$ cat src/rtl/naive_bus_arb_pkg.sv
// Shared types for the two-master naive bus arbiter.
package naive_bus_arb_pkg;
  localparam int NUM_MST = 2;
  typedef enum logic {M_CORE = 1'b0, M_DBG = 1'b1} arb_mst_t;
endpackage

$ cat src/rtl/naive_bus.sv
// Naive bus: independent read and write request/grant channels, read data one cycle after grant.
interface naive_bus #(
  parameter int ADDR_W = 32,
  parameter int DATA_W = 32
);
  logic              rd_req;
  logic              rd_gnt;
  logic [ADDR_W-1:0] rd_addr;
  logic [DATA_W/8-1:0] rd_be;
  logic [DATA_W-1:0] rd_data;
  logic              wr_req;
  logic              wr_gnt;
  logic [ADDR_W-1:0] wr_addr;
  logic [DATA_W/8-1:0] wr_be;
  logic [DATA_W-1:0] wr_wdata;

  modport master (
    output rd_req, rd_addr, rd_be, wr_req, wr_addr, wr_be, wr_wdata,
    input  rd_gnt, rd_data, wr_gnt
  );
  modport slave (
    input  rd_req, rd_addr, rd_be, wr_req, wr_addr, wr_be, wr_wdata,
    output rd_gnt, rd_data, wr_gnt
  );
endinterface

$ cat src/rtl/naive_arb_channel.sv
// One arbitrated channel: requester select, grant fan-out and favoured-master pointer.
// NAIVE_ARB_ROUND_ROBIN_EN enables the rotating pointer; otherwise m0 always wins ties.
module naive_arb_channel
  import naive_bus_arb_pkg::*;
(
  input  logic               clk,
  input  logic               rst,
  input  logic [NUM_MST-1:0] req,
  input  logic               bus_gnt,
  output arb_mst_t           sel,
  output logic               active,
  output logic [NUM_MST-1:0] gnt
);
  arb_mst_t pri;

`ifdef NAIVE_ARB_ROUND_ROBIN_EN
  // Pointer moves only on a completed handshake so a stalled selection stays put.
  always_ff @(posedge clk or posedge rst) begin
    if (rst)                   pri <= M_CORE;
    else if (active && bus_gnt) pri <= (sel == M_CORE) ? M_DBG : M_CORE;
  end
`else
  logic unused_clk_rst;
  assign unused_clk_rst = clk ^ rst;
  assign pri = M_CORE;
`endif

  always_comb begin
    sel = M_CORE;
    if (req == 2'b10)      sel = M_DBG;
    else if (req == 2'b11) sel = pri;
  end

  assign active = |req;
  assign gnt[0] = bus_gnt & req[0] & (sel == M_CORE);
  assign gnt[1] = bus_gnt & req[1] & (sel == M_DBG);
endmodule

$ cat src/rtl/naive_bus_arbiter2.sv
// Two-master to one-slave naive bus arbiter; rd and wr arbitrated independently.
// Optional round-robin ties via NAIVE_ARB_ROUND_ROBIN_EN (fixed m0 priority otherwise).
module naive_bus_arbiter2
  import naive_bus_arb_pkg::*;
#(
  parameter int ADDR_W = 32,
  parameter int DATA_W = 32
) (
  input logic      clk,
  input logic      rst,
  naive_bus.slave  m0,
  naive_bus.slave  m1,
  naive_bus.master s
);
  arb_mst_t           rd_sel, wr_sel, rd_owner;
  logic               rd_act, wr_act, rd_owner_vld;
  logic [NUM_MST-1:0] rd_gnt, wr_gnt;

  logic [ADDR_W-1:0]   rd_addr, wr_addr;
  logic [DATA_W/8-1:0] rd_be, wr_be;
  logic [DATA_W-1:0]   wdata;

  naive_arb_channel u_rd (
    .clk(clk), .rst(rst), .req({m1.rd_req, m0.rd_req}), .bus_gnt(s.rd_gnt),
    .sel(rd_sel), .active(rd_act), .gnt(rd_gnt)
  );

  naive_arb_channel u_wr (
    .clk(clk), .rst(rst), .req({m1.wr_req, m0.wr_req}), .bus_gnt(s.wr_gnt),
    .sel(wr_sel), .active(wr_act), .gnt(wr_gnt)
  );

  always_comb begin
    rd_addr = '0;
    rd_be   = '0;
    if (rd_act) begin
      rd_addr = (rd_sel == M_DBG) ? m1.rd_addr : m0.rd_addr;
      rd_be   = (rd_sel == M_DBG) ? m1.rd_be   : m0.rd_be;
    end
  end

  always_comb begin
    wr_addr = '0;
    wr_be   = '0;
    wdata   = '0;
    if (wr_act) begin
      wr_addr = (wr_sel == M_DBG) ? m1.wr_addr  : m0.wr_addr;
      wr_be   = (wr_sel == M_DBG) ? m1.wr_be    : m0.wr_be;
      wdata   = (wr_sel == M_DBG) ? m1.wr_wdata : m0.wr_wdata;
    end
  end

  assign s.rd_req   = rd_act;
  assign s.rd_addr  = rd_addr;
  assign s.rd_be    = rd_be;
  assign s.wr_req   = wr_act;
  assign s.wr_addr  = wr_addr;
  assign s.wr_be    = wr_be;
  assign s.wr_wdata = wdata;

  assign m0.rd_gnt = rd_gnt[0];
  assign m1.rd_gnt = rd_gnt[1];
  assign m0.wr_gnt = wr_gnt[0];
  assign m1.wr_gnt = wr_gnt[1];

  // Remember who won the read so next cycle's slave data goes back to them.
  always_ff @(posedge clk or posedge rst) begin
    if (rst) begin
      rd_owner_vld <= 1'b0;
      rd_owner     <= M_CORE;
    end else begin
      rd_owner_vld <= s.rd_req & s.rd_gnt;
      if (s.rd_req & s.rd_gnt) rd_owner <= rd_sel;
    end
  end

  assign m0.rd_data = (rd_owner_vld && rd_owner == M_CORE) ? s.rd_data : '0;
  assign m1.rd_data = (rd_owner_vld && rd_owner == M_DBG)  ? s.rd_data : '0;
endmodule

$ cat src/flat_wrapper.sv
// flat-port wrapper written by rule: the top's interface ports become plain ports
module naive_bus_arbiter2_flat import naive_bus_arb_pkg::*;
#(
  parameter int ADDR_W = 32,
  parameter int DATA_W = 32
)
  (clk, rst, m0_rd_req, m0_rd_addr, m0_rd_be, m0_wr_req, m0_wr_addr, m0_wr_be, m0_wr_wdata, m0_rd_gnt, m0_rd_data, m0_wr_gnt, m1_rd_req, m1_rd_addr, m1_rd_be, m1_wr_req, m1_wr_addr, m1_wr_be, m1_wr_wdata, m1_rd_gnt, m1_rd_data, m1_wr_gnt, s_rd_req, s_rd_addr, s_rd_be, s_wr_req, s_wr_addr, s_wr_be, s_wr_wdata, s_rd_gnt, s_rd_data, s_wr_gnt);
  naive_bus #(.ADDR_W(ADDR_W), .DATA_W(DATA_W)) m0_i ();
  naive_bus #(.ADDR_W(ADDR_W), .DATA_W(DATA_W)) m1_i ();
  naive_bus #(.ADDR_W(ADDR_W), .DATA_W(DATA_W)) s_i ();
  input logic clk;
  input logic rst;
  input wire logic [$bits(m0_i.rd_req)-1:0] m0_rd_req;
  input wire logic [$bits(m0_i.rd_addr)-1:0] m0_rd_addr;
  input wire logic [$bits(m0_i.rd_be)-1:0] m0_rd_be;
  input wire logic [$bits(m0_i.wr_req)-1:0] m0_wr_req;
  input wire logic [$bits(m0_i.wr_addr)-1:0] m0_wr_addr;
  input wire logic [$bits(m0_i.wr_be)-1:0] m0_wr_be;
  input wire logic [$bits(m0_i.wr_wdata)-1:0] m0_wr_wdata;
  output wire logic [$bits(m0_i.rd_gnt)-1:0] m0_rd_gnt;
  output wire logic [$bits(m0_i.rd_data)-1:0] m0_rd_data;
  output wire logic [$bits(m0_i.wr_gnt)-1:0] m0_wr_gnt;
  input wire logic [$bits(m1_i.rd_req)-1:0] m1_rd_req;
  input wire logic [$bits(m1_i.rd_addr)-1:0] m1_rd_addr;
  input wire logic [$bits(m1_i.rd_be)-1:0] m1_rd_be;
  input wire logic [$bits(m1_i.wr_req)-1:0] m1_wr_req;
  input wire logic [$bits(m1_i.wr_addr)-1:0] m1_wr_addr;
  input wire logic [$bits(m1_i.wr_be)-1:0] m1_wr_be;
  input wire logic [$bits(m1_i.wr_wdata)-1:0] m1_wr_wdata;
  output wire logic [$bits(m1_i.rd_gnt)-1:0] m1_rd_gnt;
  output wire logic [$bits(m1_i.rd_data)-1:0] m1_rd_data;
  output wire logic [$bits(m1_i.wr_gnt)-1:0] m1_wr_gnt;
  output wire logic [$bits(s_i.rd_req)-1:0] s_rd_req;
  output wire logic [$bits(s_i.rd_addr)-1:0] s_rd_addr;
  output wire logic [$bits(s_i.rd_be)-1:0] s_rd_be;
  output wire logic [$bits(s_i.wr_req)-1:0] s_wr_req;
  output wire logic [$bits(s_i.wr_addr)-1:0] s_wr_addr;
  output wire logic [$bits(s_i.wr_be)-1:0] s_wr_be;
  output wire logic [$bits(s_i.wr_wdata)-1:0] s_wr_wdata;
  input wire logic [$bits(s_i.rd_gnt)-1:0] s_rd_gnt;
  input wire logic [$bits(s_i.rd_data)-1:0] s_rd_data;
  input wire logic [$bits(s_i.wr_gnt)-1:0] s_wr_gnt;
  assign m0_i.rd_req = m0_rd_req;
  assign m0_i.rd_addr = m0_rd_addr;
  assign m0_i.rd_be = m0_rd_be;
  assign m0_i.wr_req = m0_wr_req;
  assign m0_i.wr_addr = m0_wr_addr;
  assign m0_i.wr_be = m0_wr_be;
  assign m0_i.wr_wdata = m0_wr_wdata;
  assign m0_rd_gnt = m0_i.rd_gnt;
  assign m0_rd_data = m0_i.rd_data;
  assign m0_wr_gnt = m0_i.wr_gnt;
  assign m1_i.rd_req = m1_rd_req;
  assign m1_i.rd_addr = m1_rd_addr;
  assign m1_i.rd_be = m1_rd_be;
  assign m1_i.wr_req = m1_wr_req;
  assign m1_i.wr_addr = m1_wr_addr;
  assign m1_i.wr_be = m1_wr_be;
  assign m1_i.wr_wdata = m1_wr_wdata;
  assign m1_rd_gnt = m1_i.rd_gnt;
  assign m1_rd_data = m1_i.rd_data;
  assign m1_wr_gnt = m1_i.wr_gnt;
  assign s_rd_req = s_i.rd_req;
  assign s_rd_addr = s_i.rd_addr;
  assign s_rd_be = s_i.rd_be;
  assign s_wr_req = s_i.wr_req;
  assign s_wr_addr = s_i.wr_addr;
  assign s_wr_be = s_i.wr_be;
  assign s_wr_wdata = s_i.wr_wdata;
  assign s_i.rd_gnt = s_rd_gnt;
  assign s_i.rd_data = s_rd_data;
  assign s_i.wr_gnt = s_wr_gnt;
  naive_bus_arbiter2 #(.ADDR_W(ADDR_W), .DATA_W(DATA_W)) u_core (.clk(clk), .rst(rst), .m0(m0_i), .m1(m1_i), .s(s_i));
endmodule
$ cat config.mk
export PLATFORM = sky130hd
export DESIGN_NAME = naive_bus_arbiter2_flat
export DESIGN_NICKNAME = d
export VERILOG_FILES = /design/src/rtl/naive_bus_arb_pkg.sv /design/src/rtl/naive_bus.sv /design/src/rtl/naive_arb_channel.sv /design/src/rtl/naive_bus_arbiter2.sv /design/src/flat_wrapper.sv
export SDC_FILE = /design/constraint.sdc
export NUM_CORES = 1
export LEC_CHECK = 0
export ABC_CLOCK_PERIOD_IN_PS = 2540
export BUFFER_PORTS_ARGS = -buffer_cell sky130_fd_sc_hd__buf_2
export CAP_MARGIN = 15
export CORE_AREA = 2 2 163 165
export DETAILED_ROUTE_END_ITERATION = 7
export DIE_AREA = 0 0 165 167
export GPL_ROUTABILITY_DRIVEN = 0
export PLACE_DENSITY_LB_ADDON = 0.25
export RECOVER_POWER = 25
export SLEW_MARGIN = 20
export SYNTH_ARGS = -nofsm -noshare
export SYNTH_HDL_FRONTEND = slang
export SYNTH_SLANG_ARGS = --single-unit
$ cat constraint.sdc
create_clock -name clk -period 2.54 [get_ports clk]
set_input_delay 0.508 -clock clk [delete_from_list [all_inputs] [get_ports clk]]
set_output_delay 0.508 -clock clk [all_outputs]
set_load 0.02 [all_outputs]
==> results of run 1 <==
[stage by stage]
| step | cell area, sq um | power, mW |
|---|---|---|
| after floorplan | 1740 | 0.514 |
| after global placement | 4230 | 0.948 |
| after detailed placement | 4230 | 0.942 |
| after CTS | 4310 | 1.19 |
| after global routing | 4260 | 1.25 |
| final | 4260 | 1.17 |
[worst paths after layout]
check / from / endpoint / slack, ns / depth (start not counted)
min in group clk: s_rd_gnt / u_core.rd_owner_vld$_DFF_PP0_ / 0.56 / 2
worst max register to register: u_core.rd_owner$_DFFE_PP0P_ / u_core.rd_owner$_DFFE_PP0P_ / 1.45 / 3
worst min-delay path: rst / u_core.rd_owner_vld$_DFF_PP0_ / 0.13 / 2
max in group asynchronous: rst / u_core.rd_owner$_DFFE_PP0P_ / 2.30 / 2
worst min register to register: u_core.rd_owner$_DFFE_PP0P_ / u_core.rd_owner$_DFFE_PP0P_ / 0.96 / 3
worst max-delay path: m0_wr_req / s_wr_wdata[29] / 0.54 / 4
[worst register-to-register path, cell delays in order, from the launching register on]
cell      delay (ns)
dfrtp_1         0.36
clkbuf_2        0.33
a21oi_1         0.22
nor2_1          0.06
[flip-flops by register name (all words and copies together) (netlist names)]
register             count
u_core.rd_owner          1
u_core.rd_owner_vld      1
[Yosys cell counts, drive strengths merged]
| cell | instances | share of area |
|---|---|---|
| buf | 14 | 0.051 |
| dfrtp | 2 | 0.029 |
| nor2 | 2 | 0.0043 |
| inv | 1 | 0.0022 |
| clkbuf | 23 | 0.050 |
| a22o | 70 | 0.35 |
| and3 | 32 | 0.11 |
| o21ai | 34 | 0.098 |
| nor2b | 3 | 0.012 |
| a21oi | 1 | 0.0029 |
| or2 | 2 | 0.0072 |
| nand2 | 69 | 0.15 |
| and2 | 36 | 0.13 |
[cells by family after synthesis]
logic type,synth area share
compound gates,0.452
buf+inv,0.103
flops,0.0287
simple gates,0.416
[per-layer routing]
layer | track usage | wire length (um)
met1 | 0.126 | 6230
met3 | 0.0139 | 1170
met2 | 0.152 | 6510
met5 | 0 | 0
met4 | 0.0110 | 58
[power by group through the flow]
stage | Sequential (mW) | Clock [mW] | Combinational, mW
2_1_floorplan | 0.0381 | 0 | 0.476
3_3_place_gp | 0.0365 | 0 | 0.912
3_5_place_dp | 0.0366 | 0 | 0.906
4_1_cts | 0.0363 | 0.241 | 0.909
5_1_grt | 0.0367 | 0.242 | 0.970
6_report | 0.0362 | 0.237 | 0.893
[area by class of cell]
type / count / area [sq um] / share of cell area
multi-input cells: 249 / 1520 / 0.357
clock buffers: 3 / 75.1 / 0.0176
repair buffers: 432 / 2190 / 0.514
well taps: 335 / 419 / 0.0984
flip-flops and latches: 2 / 50.0 / 0.0118
diodes: 1 / 2.50 / 0.000588
inverters: 1 / 3.75 / 0.000881
[placed cells by master (no fill, tap or decap), drive strengths merged]
cell | Yosys | final
buf | 14 | 393
a22o | 70 | 70
nand2 | 69 | 69
clkbuf | 23 | 42
and2 | 36 | 36
o21ai | 34 | 34
and3 | 32 | 32
nor2b | 3 | 3
or2 | 2 | 2
nor2 | 2 | 2
dfrtp | 2 | 2
diode | 0 | 1
a21oi | 1 | 1
inv | 1 | 1
==> results by group, run 1 <==
Status
  • Status: completed

Worst hold path
  • Worst hold path class: input pin to asynchronous set/reset pin

Setup path
  • CP delay by family, top: buffers and inverters
  • CP Capture Type: output port
  • Most frequent CP cell: buf_2
  • Crit path kind: input pin to output port
  • Worst Path Buf+Inv: 3
  • Slowest stage delay, CP: 0.39 ns
  • CP cell instances: buf_2, buf_4, a22o_1, buf_2
  • Critical Path Start Type: input pin
  • Worst-path fanout max: 43
  • CP max stage cell: buf_4
  • WP data required: 2.03 ns
  • Critical Path AT: 1.49 ns

STA
  • Rel. slew slack: 0.676
  • Final Hold Fails: 0
  • Final Slew Violations: 0
  • Setup TNS: 0 ns
  • Part of the cycle the worst path needs: 0.786
  • Layout Skew: 0 ns
  • Hold slack: 0.129 ns
  • Unrepaired setup endpoints after global routing: no
  • Final setup viols: 0
  • Slew at the pin closest to its max-slew limit: 0.486 ns
  • Tmin final: 2.00 ns
  • Final WS setup: 0.544 ns
  • Fmax: 501 MHz

Yosys
  • Ys Warns: 0
  • Sequential share of the synthesized area: 0.0287
  • Unique masters post-synth: 15
  • Synthesis-stage register bit count: 2
  • Cells after Synth: 289
  • Netlist Area Pre-Place: 1740 sq um
  • Syn Area/Cell: 6.03 sq um
  • Syn_nets: 537

Floorplan
  • Io pins: 422
  • Die span in y: 167 um
  • Die ar.: 27600 sq um
  • Die Span X: 165 um
  • Rows: 59
  • Starting Density: 0.0677
  • Core area: 25800 sq um

Detailed routing
  • Via-per-instance ratio: 3.57
  • WL per Instance: 13.7 um
  • 1st-pass router iterations: 4
  • Vias: 3650
  • Starting DRT DRC Count: 237
  • Post-route ant nets: 0
  • DRT Wirelength: 14.0 mm
  • Residual DRC: 0

Clock tree
  • Clk slew on worst S/H paths: 0.03 ns
  • CTS tree: yes
  • CTS sink cnt: 2
  • Clock Root Buffer: clkbuf_16
  • Clock Path Buffers: 2
  • Post-cts sizing count: 0
  • Worst-Skew Late Latency: 0.22 ns
  • Post-CTS setup buffer count: 0
  • Htree depth: 1
  • Hold Buf Count CTS: 0
  • CTS Buf Count: 3

Placement
  • Post-Place Worst Slack: 0.564 ns
  • Placed cells: 1019
  • Buffers on Ports: 421
  • Post-DP HPWL: 12.2 mm

Power and ir drop
  • Cell Int Power: 0.608 mW
  • Clk pwr share: 0.203
  • Combinational power share: 0.766
  • Sw Ratio: 0.479
  • Worst VDD drop: 0.162 mV
  • P_leak: 2.55 nW
  • Psw: 0.558 mW
  • Flop pwr share: 0.031
  • Power Density: 274 nW/um^2

Cells and area
  • Final core occ: 0.165
  • Share of layout cells above drive strength 1: 0.582
  • Fin nets: 937
  • Post-route insts no fill: 1023
  • Syn-to-layout area delta: 144%
  • Fill count: 3036

GRT
  • Antenna violations before repair: 2
  • GRT overflow: 0
  • Largest net degree at the start of global routing: 51
  • First-pass GRT wire length: 19.4 mm
  • Vias in the first global route: 3354
  • Gr usage total: 0.0909

Flow run
  • Max-cap violations: 0
Power figures use the tool's default switching activity.
==> run 2, diff against run 1 <==
--- a/config.mk
+++ b/config.mk
@@ -5,7 +5,7 @@
 export SDC_FILE = /design/constraint.sdc
 export NUM_CORES = 1
 export LEC_CHECK = 0
-export ABC_CLOCK_PERIOD_IN_PS = 2540
+export ABC_CLOCK_PERIOD_IN_PS = 1800
 export BUFFER_PORTS_ARGS = -buffer_cell sky130_fd_sc_hd__buf_2
 export CAP_MARGIN = 15
 export CORE_AREA = 2 2 163 165
==> constraint.sdc (replaced) <==
create_clock -name clk -period 1.8 [get_ports clk]
set_input_delay 0.36 -clock clk [delete_from_list [all_inputs] [get_ports clk]]
set_output_delay 0.36 -clock clk [all_outputs]
set_load 0.02 [all_outputs]
==> results by group, run 2 (same netlist as run 1, synthesis figures left out) <==
Status
  • Status: completed

Cells and area
  • FF/Latch Area: 50.0 sq um
  • Syn-to-layout area delta: 146%
  • Fill count: 3007
  • Fin nets: 939
  • Most frequent cells in the layout: buf_2, a22o_1, nand2_1
  • Antenna Cells: 0
  • Top flop regs: u_core.rd_owner (1), u_core.rd_owner_vld (1)
  • Share of layout cells above drive strength 1: 0.589
  • Multi-input combinational cell area: 1520 sq um
  • Most common cell after layout, fill and taps aside: buf_2

Power and ir drop
  • Power consumption: 1.66 mW
  • P_leak: 2.60 nW
  • Worst VDD drop: 0.228 mV
  • Power Density: 388 nW/um^2

Clock tree
  • CTS tree: yes
  • CTS sink cnt: 2
  • Htree depth: 1
  • Clock Root Buffer: clkbuf_16
  • Worst-Skew Late Latency: 0.23 ns
  • CTS Buf Count: 3
  • Clock Path Buffers: 2
  • Post-cts sizing count: 0
  • Clk slew on worst S/H paths: 0.03 ns

Floorplan
  • Die span in y: 167 um
  • Io pins: 422
  • Rows: 59
  • Core area: 25800 sq um
  • Starting Density: 0.0677
  • Die ar.: 27600 sq um
  • Die Span X: 165 um

Placement
  • Buffers on Ports: 421
  • Post-DP HPWL: 12.1 mm

STA
  • Slew at the pin closest to its max-slew limit: 0.392 ns
  • Layout Skew: 0 ns
  • Setup TNS: 0 ns
  • Part of the cycle the worst path needs: 0.938
  • Final setup viols: 0
  • Fmax: 593 MHz
  • Final Slew Violations: 0
  • Rel. slew slack: 0.739
  • Unrepaired setup endpoints after global routing: no
  • Tmin final: 1.69 ns
  • Final Hold Fails: 0

Setup path
  • Crit path kind: input pin to output port
  • Critical Path Start Type: input pin
  • Worst R2R Start: u_core.rd_owner$_DFFE_PP0P_
  • CP cell instances: buf_2, buf_4, a22o_1, buf_2
  • WP data required: 1.44 ns
  • CP Capture Type: output port
  • CP max stage cell: buf_4
  • Slowest stage delay, CP: 0.37 ns
  • Most frequent CP cell: buf_2
  • Critical Path AT: 1.33 ns
  • Worst-path fanout max: 38
  • CP delay by family, top: buffers and inverters
  • Crit. Startpoint: m0_wr_req
  • Worst Path Buf+Inv: 3

GRT
  • Vias in the first global route: 3343
  • First-pass GRT wire length: 19.4 mm
  • GRT overflow: 0
  • Gr usage total: 0.0911
  • Antenna violations before repair: 3
  • Largest net degree at the start of global routing: 57

Detailed routing
  • Starting DRT DRC Count: 247
  • Vias: 3625
  • Post-route ant nets: 0
  • 1st-pass router iterations: 4
  • Via-per-instance ratio: 3.54
  • WL per Instance: 13.7 um
  • Residual DRC: 0
  • DRT Wirelength: 14.0 mm

Flow run
  • Max-cap violations: 0

Worst hold path
  • Worst hold path class: input pin to flop
  • Hold Startpoint: s_rd_gnt
==> run 2: cell count changes in the layout (fill, tap and decap cells not counted), sizes merged <==
cell         before  now
buf             393  398
diode             1    0
clkbuf           42   38
dlygate4sd3       0    1
==> run 2: path summary, 6_finish.rpt <==
path / slack (ns) / cells past startpoint / endpoint
max: 0.11 / 4 / s_wr_wdata[26]
min: 0.40 / 2 / u_core.rd_owner_vld$_DFF_PP0_
max reg2reg: 0.90 / 3 / u_core.rd_owner$_DFFE_PP0P_
min reg2reg: 0.82 / 3 / u_core.rd_owner$_DFFE_PP0P_
max in group asynchronous: 1.13 / 3 / u_core.rd_owner_vld$_DFF_PP0_
min in group asynchronous: 0.55 / 3 / u_core.rd_owner$_DFFE_PP0P_
==> run 2: area by class of cell <==
cell class	count	share of cell area
sequential	2	0.0117
inverter	1	0.000877
multi-input combinational	249	0.355
tap	335	0.0979
timing repair buffer	434	0.517
clock buffer	3	0.0175
==> run 2: power breakdown <==
group          internal (mW)  total, mW  switching, mW
clock network          0.283      0.343         0.0597
logic                  0.526       1.27          0.739
registers             0.0493     0.0511        0.00179
==> run 2: metal layers <==
metal  vias up  GRT usage  share of wire
li1       1840          -              -
met1      1571      0.120           0.43
met2       193      0.152           0.47
met3        17     0.0234          0.091
met4         4     0.0144         0.0089
met5         -          0         0.0021
==> run 2: metrics by stage <==
| step | area, sq um | util | hold WS, ns | setup WS, ns | instances |
|---|---|---|---|---|---|
| after detailed placement | 4250 | 0.165 | 0.211 | 0.120 | 1020 |
| after floorplan | 1740 | - | 0.101 | 0.204 | 289 |
| after global placement | 4250 | 0.165 | 0.211 | 0.124 | 1020 |
| after CTS | 4340 | 0.168 | 0.395 | 0.110 | 1024 |
| after global routing | 4280 | 0.166 | 0.401 | 0.0149 | 1024 |
| final | 4280 | 0.166 | 0.397 | 0.112 | 1024 |
==> run 2: repair_timing <==
| action | 4_1_cts | 5_1_grt |
|---|---|---|
| setup buffers | 0 | 0 |
| endpoints found under the hold margin | 2 | 0 |
| hold buffers | 1 | 0 |
==> run 3, diff against run 2 <==
--- a/config.mk
+++ b/config.mk
@@ -8,9 +8,11 @@
 export ABC_CLOCK_PERIOD_IN_PS = 1800
 export BUFFER_PORTS_ARGS = -buffer_cell sky130_fd_sc_hd__buf_2
 export CAP_MARGIN = 15
-export CORE_AREA = 2 2 163 165
+export CELL_PAD_IN_SITES_DETAIL_PLACEMENT = 0
+export CELL_PAD_IN_SITES_GLOBAL_PLACEMENT = 2
+export CORE_AREA = 2 2 166 168
 export DETAILED_ROUTE_END_ITERATION = 7
-export DIE_AREA = 0 0 165 167
+export DIE_AREA = 0 0 168 170
 export GPL_ROUTABILITY_DRIVEN = 0
 export PLACE_DENSITY_LB_ADDON = 0.25
 export RECOVER_POWER = 25
==> results by group, run 3 (same netlist as run 1, synthesis figures left out) <==
Status
  • Status: completed

STA
  • Part of the cycle the worst path needs: 0.932
  • Slew at the pin closest to its max-slew limit: 0.401 ns
  • Setup TNS: 0 ns
  • Final Slew Violations: 0
  • Final setup viols: 0
  • Fmax: 596 MHz
  • Rel. slew slack: 0.733
  • Tmin final: 1.68 ns
  • Final Hold Fails: 0
  • Layout Skew: 0 ns
  • Unrepaired setup endpoints after global routing: no

GRT
  • Gr usage total: 0.101
  • First-pass GRT wire length: 22.3 mm
  • GRT overflow: 0
  • Antenna violations before repair: 0
  • Vias in the first global route: 3579
  • Global routing usage on met3: 0.0167
  • Busiest layer in global routing: met2
  • GR Layer Usage met1: 0.124
  • Met2 GRT Util: 0.192
  • Largest net degree at the start of global routing: 50

Floorplan
  • Core area: 26700 sq um
  • Rows: 60
  • Die Span X: 168 um
  • Die span in y: 170 um
  • Die ar.: 28600 sq um
  • Starting Density: 0.0654
  • Io pins: 422

Cells and area
  • Most frequent cells in the layout: buf_2, a22o_1, nand2_1
  • Share of layout cells above drive strength 1: 0.588
  • Antenna Cells: 0
  • Top flop regs: u_core.rd_owner (1), u_core.rd_owner_vld (1)
  • Syn-to-layout area delta: 147%
  • Most common cell after layout, fill and taps aside: buf_2
  • Final core occ: 0.161
  • Fin nets: 939

Clock tree
  • Clock Path Buffers: 2
  • CTS tree: yes
  • Clock Root Buffer: clkbuf_16
  • Worst-Skew Late Latency: 0.22 ns
  • Clk slew on worst S/H paths: 0.03 ns
  • CTS Buf Count: 3
  • Htree depth: 1
  • CTS sink cnt: 2

Detailed routing
  • 1st-pass router iterations: 4
  • WL per Instance: 15.5 um
  • Residual DRC: 0
  • Starting DRT DRC Count: 111
  • DRT Wirelength: 15.9 mm
  • Via-per-instance ratio: 3.51
  • Post-route ant nets: 0
  • Vias: 3612

Setup path
  • Crit path kind: flop to output port
  • WP data required: 1.44 ns
  • Worst r2r path cells: 3
  • Worst Path Buf+Inv: 2
  • Reg2Reg Capture Point: u_core.rd_owner$_DFFE_PP0P_
  • Reg2reg setup slack: 0.90 ns
  • CP cell instances: nor2b_2, buf_12, and2_1, buf_2
  • CP Capture Type: output port
  • Critical Path Start Type: flop
  • CP max stage cell: dfrtp_1
  • Slowest stage delay, CP: 0.37 ns
  • Worst R2R Start: u_core.rd_owner$_DFFE_PP0P_
  • CP delay by family, top: flip-flops
  • Critical Path AT: 1.32 ns
  • Worst-path fanout max: 28

Worst hold path
  • Worst hold stages: 2
  • Worst hold path class: input pin to flop
  • Hold Startpoint: s_rd_gnt
  • Sink of the worst hold path: u_core.rd_owner_vld$_DFF_PP0_

Power and ir drop
  • Power Density: 387 nW/um^2
  • Worst VDD drop: 0.185 mV
  • P_leak: 2.59 nW

Flow run
  • Max-cap violations: 0

Placement
  • Buffers on Ports: 421
  • Post-DP HPWL: 13.8 mm
[run 3: worst max-delay path by stage]
stage / start / to / slack (ns) / depth (start not counted)
CTS: u_core.rd_owner$_DFFE_PP0P_ / m0_rd_data[26] / 0.02 / 4
floorplan: m1_rd_req / s_rd_addr[0] / 0.20 / 4
detailed placement: m1_wr_req / s_wr_wdata[17] / 0.1 / 5
global route: m1_wr_req / s_wr_wdata[17] / 0.02 / 5
global placement: m1_wr_req / s_wr_wdata[17] / 0.07 / 5
finish: u_core.rd_owner$_DFFE_PP0P_ / m0_rd_data[26] / 0.12 / 4
[run 3: per-layer routing]
| metal | wire [um] | vias up |
|---|---|---|
| met4 | 85 | 0 |
| met3 | 1080 | 7 |
| met1 | 6580 | 1584 |
| li1 | - | 1841 |
| met2 | 8180 | 180 |
| met5 | 0 | - |
[run 3: power breakdown]
| part | internal [mW] | switching (mW) | total (mW) |
|---|---|---|---|
| clock | 0.283 | 0.0540 | 0.337 |
| sequential | 0.0493 | 0.00214 | 0.0515 |
| combinational | 0.531 | 0.745 | 1.28 |
[run 3: per-stage QoR]
| stage | power (mW) | hold slack [ns] | area, sq um | std cells | worst slack (ns) |
|---|---|---|---|---|---|
| CTS | 1.70 | 0.415 | 4360 | 1030 | 0.0163 |
| finish | 1.66 | 0.407 | 4300 | 1030 | 0.122 |
| floorplan | 0.725 | 0.101 | 1740 | 289 | 0.204 |
| global placement | 1.38 | 0.215 | 4270 | 1026 | 0.0716 |
| global route | 1.78 | 0.429 | 4300 | 1030 | 0.0219 |
| detailed placement | 1.35 | 0.223 | 4270 | 1026 | 0.0994 |
[run 3: repair_timing]
item	CTS	global route
endpoints found under the setup margin	0	10
gates resized for setup	0	1
setup buffers	0	0
hold buffers	1	0
endpoints found under the hold margin	2	0
[run 3: layout make-up]
cell class / instances / area (sq um)
tap: 341 / 427
timing repair buffer: 434 / 2220
clock buffer: 3 / 75.1
inverter: 1 / 3.75
sequential: 2 / 50.0
multi-input combinational: 249 / 1520
fill: 3172 / 22400
